<file path="src/rtl/jtframe_rom_pkg.sv">
// Shared constants and FSM encoding for the object-ROM fetch slot.
// Imported by the interface, the cache array and the top level.
package jtframe_rom_pkg;

    localparam int DW   = 16;
    localparam int NENT = 2;

    typedef enum logic [1:0] {
        ST_IDLE = 2'd0,
        ST_REQ  = 2'd1,
        ST_WAIT = 2'd2
    } rom_state_t;

endpackage

</file>
<file path="src/rtl/jtframe_obj_romslot_if.sv">
// Renderer-side and SDRAM-side signals of the object-ROM fetch slot.
// sdram_req rises and holds until the cycle sdram_ack is sampled high; read data then arrives as a one-cycle data_rdy strobe.
interface jtframe_obj_romslot_if #(
    parameter int AW  = 13,
    parameter int SDW = 22
);
    import jtframe_rom_pkg::*;

    logic           clr;
    logic           cs;
    logic [AW-1:0]  addr;
    logic [DW-1:0]  dout;
    logic           ok;
    logic           sdram_req;
    logic [SDW-1:0] sdram_addr;
    logic           sdram_ack;
    logic           data_rdy;
    logic [DW-1:0]  sdram_din;
    rom_state_t     dbg_state;

    modport slave (
        input  clr, cs, addr, sdram_ack, data_rdy, sdram_din,
        output dout, ok, sdram_req, sdram_addr, dbg_state
    );

    modport master (
        output clr, cs, addr, sdram_ack, data_rdy, sdram_din,
        input  dout, ok, sdram_req, sdram_addr, dbg_state
    );

endinterface

</file>
<file path="src/rtl/jtframe_romslot_cache.sv">
// Two-entry tag/data/valid array with combinational lookup and a single fill port.
// clr drops the valid bits only; tag and data contents are left stale.
module jtframe_romslot_cache
    import jtframe_rom_pkg::*;
#(
    parameter int AW = 13
) (
    input  logic          clk,
    input  logic          rst,
    input  logic          i_clr,
    input  logic          i_cs,
    input  logic [AW-1:0] i_addr,
    input  logic          i_fill,
    input  logic          i_fill_idx,
    input  logic [AW-1:0] i_fill_addr,
    input  logic [DW-1:0] i_fill_data,
    output logic          o_hit,
    output logic [DW-1:0] o_hit_data,
    output logic          o_inv_any,
    output logic          o_inv_idx
);

    logic [NENT-1:0] r_valid;
    logic [AW-1:0]   r_tag  [NENT];
    logic [DW-1:0]   r_data [NENT];

    always_ff @(posedge clk) begin
        if (rst) begin
            r_valid <= '0;
            for (int i = 0; i < NENT; i++) begin
                r_tag[i]  <= '0;
                r_data[i] <= '0;
            end
        end else if (i_clr) begin
            r_valid <= '0;
        end else if (i_fill) begin
            r_valid[i_fill_idx] <= 1'b1;
            r_tag[i_fill_idx]   <= i_fill_addr;
            r_data[i_fill_idx]  <= i_fill_data;
        end
    end

    // A tag is only ever filled after it missed, so at most one entry can match.
    always_comb begin
        o_hit      = 1'b0;
        o_hit_data = '0;
        for (int i = 0; i < NENT; i++) begin
            if (i_cs && r_valid[i] && r_tag[i] == i_addr) begin
                o_hit      = 1'b1;
                o_hit_data = r_data[i];
            end
        end
    end

    assign o_inv_any = ~&r_valid;
    assign o_inv_idx = r_valid[0];

endmodule

</file>
<file path="src/rtl/jtframe_obj_romslot.sv">
// Object-ROM fetch slot: 2-entry word cache in front of the SDRAM controller.
// One outstanding read per miss; the returning word may be forwarded straight to dout.
module jtframe_obj_romslot
    import jtframe_rom_pkg::*;
#(
    parameter int             AW     = 13,
    parameter int             SDW    = 22,
    parameter logic [SDW-1:0] OFFSET = '0
) (
    input  logic                   rst,
    input  logic                   clk,
    jtframe_obj_romslot_if.slave   bus
);

    rom_state_t    r_state, w_state_n;
    logic [AW-1:0] r_pend;
    logic          r_abort;
    logic          r_victim;
    logic          r_ok;
    logic [DW-1:0] r_dout;

    logic          w_hit, w_inv_any, w_inv_idx;
    logic [DW-1:0] w_hit_data;
    logic          w_done, w_fill, w_fwd, w_start, w_fill_idx;
    logic          w_ok_n;
    logic [DW-1:0] w_dout_n;

    jtframe_romslot_cache #(.AW(AW)) u_cache (
        .clk         (clk),
        .rst         (rst),
        .i_clr       (bus.clr),
        .i_cs        (bus.cs),
        .i_addr      (bus.addr),
        .i_fill      (w_fill),
        .i_fill_idx  (w_fill_idx),
        .i_fill_addr (r_pend),
        .i_fill_data (bus.sdram_din),
        .o_hit       (w_hit),
        .o_hit_data  (w_hit_data),
        .o_inv_any   (w_inv_any),
        .o_inv_idx   (w_inv_idx)
    );

    // Data arriving together with the ack completes the fetch as if already in WAIT.
    assign w_done = bus.data_rdy &&
                    ((r_state == ST_WAIT) || (r_state == ST_REQ && bus.sdram_ack));
    assign w_fill     = w_done && !r_abort && !bus.clr;
    assign w_fwd      = w_fill && bus.cs && (bus.addr == r_pend);
    assign w_start    = (r_state == ST_IDLE) && bus.cs && !w_hit && !bus.clr;
    assign w_fill_idx = w_inv_any ? w_inv_idx : r_victim;

    always_comb begin
        w_state_n = r_state;
        w_ok_n    = 1'b0;
        w_dout_n  = r_dout;
        case (r_state)
            ST_IDLE: if (w_start) w_state_n = ST_REQ;
            ST_REQ:  if (bus.sdram_ack) w_state_n = bus.data_rdy ? ST_IDLE : ST_WAIT;
            ST_WAIT: if (bus.data_rdy) w_state_n = ST_IDLE;
            default: w_state_n = ST_IDLE;
        endcase
        if (bus.clr) begin
            w_ok_n = 1'b0;
        end else if (w_fwd) begin
            w_ok_n   = 1'b1;
            w_dout_n = bus.sdram_din;
        end else if (w_hit) begin
            w_ok_n   = 1'b1;
            w_dout_n = w_hit_data;
        end
    end

    always_ff @(posedge clk) begin
        if (rst) begin
            r_state  <= ST_IDLE;
            r_pend   <= '0;
            r_abort  <= 1'b0;
            r_victim <= 1'b0;
            r_ok     <= 1'b0;
            r_dout   <= '0;
        end else begin
            r_state <= w_state_n;
            r_ok    <= w_ok_n;
            r_dout  <= w_dout_n;
            if (w_start) r_pend <= bus.addr;
            if (w_done)
                r_abort <= 1'b0;
            else if (bus.clr && r_state != ST_IDLE)
                r_abort <= 1'b1;
            if (bus.clr)
                r_victim <= 1'b0;
            else if (w_fill && !w_inv_any)
                r_victim <= ~r_victim;
        end
    end

    assign bus.sdram_req  = (r_state == ST_REQ);
    assign bus.sdram_addr = OFFSET + {{(SDW-AW){1'b0}}, r_pend};
    assign bus.ok         = r_ok;
    assign bus.dout       = r_dout;
    assign bus.dbg_state  = r_state;

endmodule

</file>
<file path="src/flat_wrapper.sv">
// flat-port wrapper written by rule: the top's interface ports become plain ports
module jtframe_obj_romslot_flat import jtframe_rom_pkg::*;
#(
    parameter int             AW     = 13,
    parameter int             SDW    = 22,
    parameter logic [SDW-1:0] OFFSET = '0
)
  (rst, clk, bus_clr, bus_cs, bus_addr, bus_sdram_ack, bus_data_rdy, bus_sdram_din, bus_dout, bus_ok, bus_sdram_req, bus_sdram_addr, bus_dbg_state);
  jtframe_obj_romslot_if #(.AW(AW), .SDW(SDW)) bus_i ();
  input  logic rst;
  input  logic clk;
  input wire logic [$bits(bus_i.clr)-1:0] bus_clr;
  input wire logic [$bits(bus_i.cs)-1:0] bus_cs;
  input wire logic [$bits(bus_i.addr)-1:0] bus_addr;
  input wire logic [$bits(bus_i.sdram_ack)-1:0] bus_sdram_ack;
  input wire logic [$bits(bus_i.data_rdy)-1:0] bus_data_rdy;
  input wire logic [$bits(bus_i.sdram_din)-1:0] bus_sdram_din;
  output wire logic [$bits(bus_i.dout)-1:0] bus_dout;
  output wire logic [$bits(bus_i.ok)-1:0] bus_ok;
  output wire logic [$bits(bus_i.sdram_req)-1:0] bus_sdram_req;
  output wire logic [$bits(bus_i.sdram_addr)-1:0] bus_sdram_addr;
  output wire logic [$bits(bus_i.dbg_state)-1:0] bus_dbg_state;
  assign bus_i.clr = bus_clr;
  assign bus_i.cs = bus_cs;
  assign bus_i.addr = bus_addr;
  assign bus_i.sdram_ack = bus_sdram_ack;
  assign bus_i.data_rdy = bus_data_rdy;
  assign bus_i.sdram_din = bus_sdram_din;
  assign bus_dout = bus_i.dout;
  assign bus_ok = bus_i.ok;
  assign bus_sdram_req = bus_i.sdram_req;
  assign bus_sdram_addr = bus_i.sdram_addr;
  assign bus_dbg_state = bus_i.dbg_state;
  jtframe_obj_romslot #(.AW(AW), .SDW(SDW), .OFFSET(OFFSET)) u_core (.rst(rst), .clk(clk), .bus(bus_i));
endmodule
</file>
<file path="config.mk">
export PLATFORM = sky130hd
export DESIGN_NAME = jtframe_obj_romslot_flat
export DESIGN_NICKNAME = d
export VERILOG_FILES = /design/src/rtl/jtframe_rom_pkg.sv /design/src/rtl/jtframe_obj_romslot_if.sv /design/src/rtl/jtframe_romslot_cache.sv /design/src/rtl/jtframe_obj_romslot.sv /design/src/flat_wrapper.sv
export SDC_FILE = /design/constraint.sdc
export NUM_CORES = 1
export LEC_CHECK = 0
export ABC_CLOCK_PERIOD_IN_PS = 3000
export CORE_MARGIN = 5
export CORE_UTILIZATION = 48
export DETAILED_ROUTE_END_ITERATION = 12
export GPL_TIMING_DRIVEN = 0
export PLACE_DENSITY_LB_ADDON = 0.3
export SETUP_SLACK_MARGIN = 0.3
export SYNTH_ARGS = -nofsm -noshare
export SYNTH_HDL_FRONTEND = slang
export SYNTH_SLANG_ARGS = --single-unit
</file>
<file path="constraint.sdc">
create_clock -name clk -period 3 [get_ports clk]
set_clock_uncertainty 0.05 [all_clocks]
set_input_delay 0.75 -clock clk [delete_from_list [all_inputs] [get_ports clk]]
set_output_delay 0.75 -clock clk [all_outputs]
set_load 0.005 [all_outputs]
</file>
==> flow_summary.json <==
{
  "outcome": "complete, no violations",
  "core_area_um2": 9684,
  "maxCapViolations": 0,
  "synth_top_area_cell": "edfxtp_1",
  "grt_pass1_vias": 3585,
  "hold_viol_final": 0,
  "final_common_cell": "and2_1",
  "p_leak_nw": 2.293,
  "finalSetupViolCount": 0,
  "fin_nets": 544,
  "grt_usage_pct": 20.37,
  "avgSynthCellArea_um2": 11.38,
  "grt_setup_unrepaired": "false",
  "crit_required_ps": 3220,
  "fin_area_um2": 6005,
  "pwr-share-clk_pct": 36.4,
  "fmax_mhz": 380.5,
  "rows": 36,
  "final_cell_mix": "and2_1, edfxtp_1, clkdlybuf4s50_1",
  "drt_first_iter_violations": 230,
  "n_fill_cell": 770,
  "wire_per_inst_um": 17.97,
  "cts_root_buf": "clkbuf_8",
  "drc": 0,
  "intPower_mw": 2.044,
  "grt_overflow": 0,
  "antenna_left": 0,
  "die_y_um": 109.1,
  "synth_area_um2": 4711,
  "diodes": 0,
  "worstPathMaxFanout": 10,
  "grt_start_max_net_pins": 30,
  "tightest_slew_ps": 836.9,
  "vdd_drop_max_mv": 0.3076,
  "crit_path_end_kind": "flip-flop",
  "numPortBuffers": 67,
  "clock_sinks": 94,
  "htree_num_levels": 3,
  "routed_wl_um": 11630,
  "drive_gt1_share_pct": 19.65,
  "synth_cell_types": 40,
  "avgViaCountPerCell": 5.468,
  "placed_cell_area_um2": 5589,
  "dp_slack_ps": -736.7,
  "ys_seq_area_share_pct": 52.27,
  "cts.clk_slew.worst_paths_ps": 90,
  "crit_type": "in2reg",
  "pwr-share-comb_pct": 10.1,
  "antenna_found_initial": 0,
  "die_area_um2": 11900,
  "synth_cells": 414,
  "p_seq_share_pct": 53.5,
  "cp.arrival_ps": 2850,
  "fin_crit_sh_pct": 87.61,
  "areaGrowthSynthToFinish_pct": 27.46,
  "synthTopCellsByArea": "edfxtp_1, dfxtp_1, and2_1",
  "drv_slew": 0,
  "place_congestion": 0.8054,
  "numCtsBuffers": 9,
  "fin_util_pct": 62.00,
  "drt_first_pass_iters": 5,
  "die_x_um": 109.1,
  "grt_first_pass_wirelength_um": 18290,
  "start_kind": "input port",
  "ys_warn_count": 0,
  "clkLatencyLatePin_ps": 370,
  "hold_buffers": 0,
  "start_util_pct": 48.64,
  "hp-class": "reg2reg",
  "maxSlewHeadroom_pct": 43.61,
  "p_switching_mw": 0.6318,
  "yosys.area.top_type_share_pct": 36.97,
  "switching_share_pct": 23.61,
  "layout_min_cycle_time_ps": 2628,
  "vias": 3538,
  "io_pins": 77,
  "cts_tree": "done",
  "pwr_density_cell_nw_per_um2": 445.7,
  "clockBufferDepth": 2,
  "dp_hpwl_um": 8067,
  "worst_slack_ps": 371.6,
  "ys_seq_elements": 94
}
worst paths after layout:
path / cells past startpoint / slack, ps / start / endpoint
max: 9 / 370 / bus_addr[5] / u_core.bus.dout[14]
min: 2 / 470 / u_core.r_abort / u_core.r_abort
max reg2reg: 8 / 580 / u_core.u_cache.r_tag[1][1] / u_core.bus.dout[14]
min reg2reg: 2 / 470 / u_core.r_abort / u_core.r_abort
worst max-delay path, cell delays in order:
cell and delay [ps]:
dlygate4sd2_1 300, xnor2_1 180, nand4_1 120, or4_4 490
buf_6 150, buf_12 150, mux2_4 300, o22a_1 180
o221a_1 210
power by group through the flow:
stage               clock (mW)  sequential, mW  combinational (mW)
finish                   0.974            1.43               0.271
global route              1.04            1.44               0.291
CTS                      0.972            1.43               0.270
detailed placement           0            1.46               0.254
global placement             0            1.46               0.248
floorplan                    0            1.46               0.125
synthesized netlist by cell type, drive strengths merged:
library cell   n
o21a           2
conb           1
and2b          1
a211oi         1
o221a         16
or4            1
inv           19
nand2b         3
xnor2         17
nor2          15
nor3b          1
mux2i         13
a221oi         1
dfxtp         36
nor4           6
mux2          16
o21bai         1
clkbuf        17
nand3          3
nand4         21
o22a          16
nand2          4
and2          59
a21o           1
a21oi         18
o21ai          2
nor2b          2
and3           1
xor2          23
edfxtp        58
nor3          21
buf           18
per-stage QoR:
stage / setup TNS [ps] / hold slack (ps) / power, mW / std cells
after global routing: 0 / 499.0 / 2.765 / 647
after floorplan: 0 / 397.3 / 1.581 / 422
final: 0 / 472.0 / 2.676 / 647
after CTS: 0 / 456.0 / 2.672 / 645
after detailed placement: -69180 / 428.8 / 1.714 / 622
after global placement: -72370 / 407.0 / 1.707 / 622
routing by layer:
metal / global-route usage, % / part of all wire (%) / vias to the layer above
met5: 0 / 0 / -
met4: 8.025 / 2.0 / 0
met3: 3.908 / 6.3 / 19
met2: 34.69 / 50 / 141
met1: 25.44 / 42 / 1711
li1: - / - / 1667
state kept, by name, summed over array words and instances (netlist names):
| name | count |
|---|---|
| u_core.u_cache.r_valid | 2 |
| u_core.r_victim | 1 |
| u_core.u_cache.r_tag | 26 |
| u_core.r_abort | 1 |
| u_core.bus.dout | 16 |
| u_core.bus.ok | 1 |
| u_core.bus.dbg_state | 2 |
| u_core.r_pend | 13 |
| u_core.u_cache.r_data | 32 |
cells by family after synthesis:
kind of cell | count (synthesis) | share of synthesized area (%)
simple gates | 138 | 17.26
flops | 94 | 52.27
compound gates | 58 | 9.907
buf+inv | 54 | 5.737
xor+xnor | 40 | 7.437
mux | 29 | 7.304
other cells | 1 | 0.07960
cell type report:
cell class              instances  area [um^2]  share of cell area (%)
inverters                      19        71.32                   1.188
clock inverters                 5        81.33                   1.354
well taps                     133        166.4                   2.771
clock buffers                  11        151.4                   2.521
plain buffers                  35        229.0                   3.813
flip-flops and latches         94         2462                   41.01
repair buffers                 75        689.4                   11.48
multi-input cells             275         2153                   35.86
what timing repair did:
| item | CTS | global route |
|---|---|---|
| resized for setup | 38 | 33 |
| buffers inserted | 6 | 2 |
| endpoints found under the setup margin | 128 | 69 |
| cloned | 1 | 0 |
| pin swaps | 10 | 9 |
(Power assumes the default switching activity.)
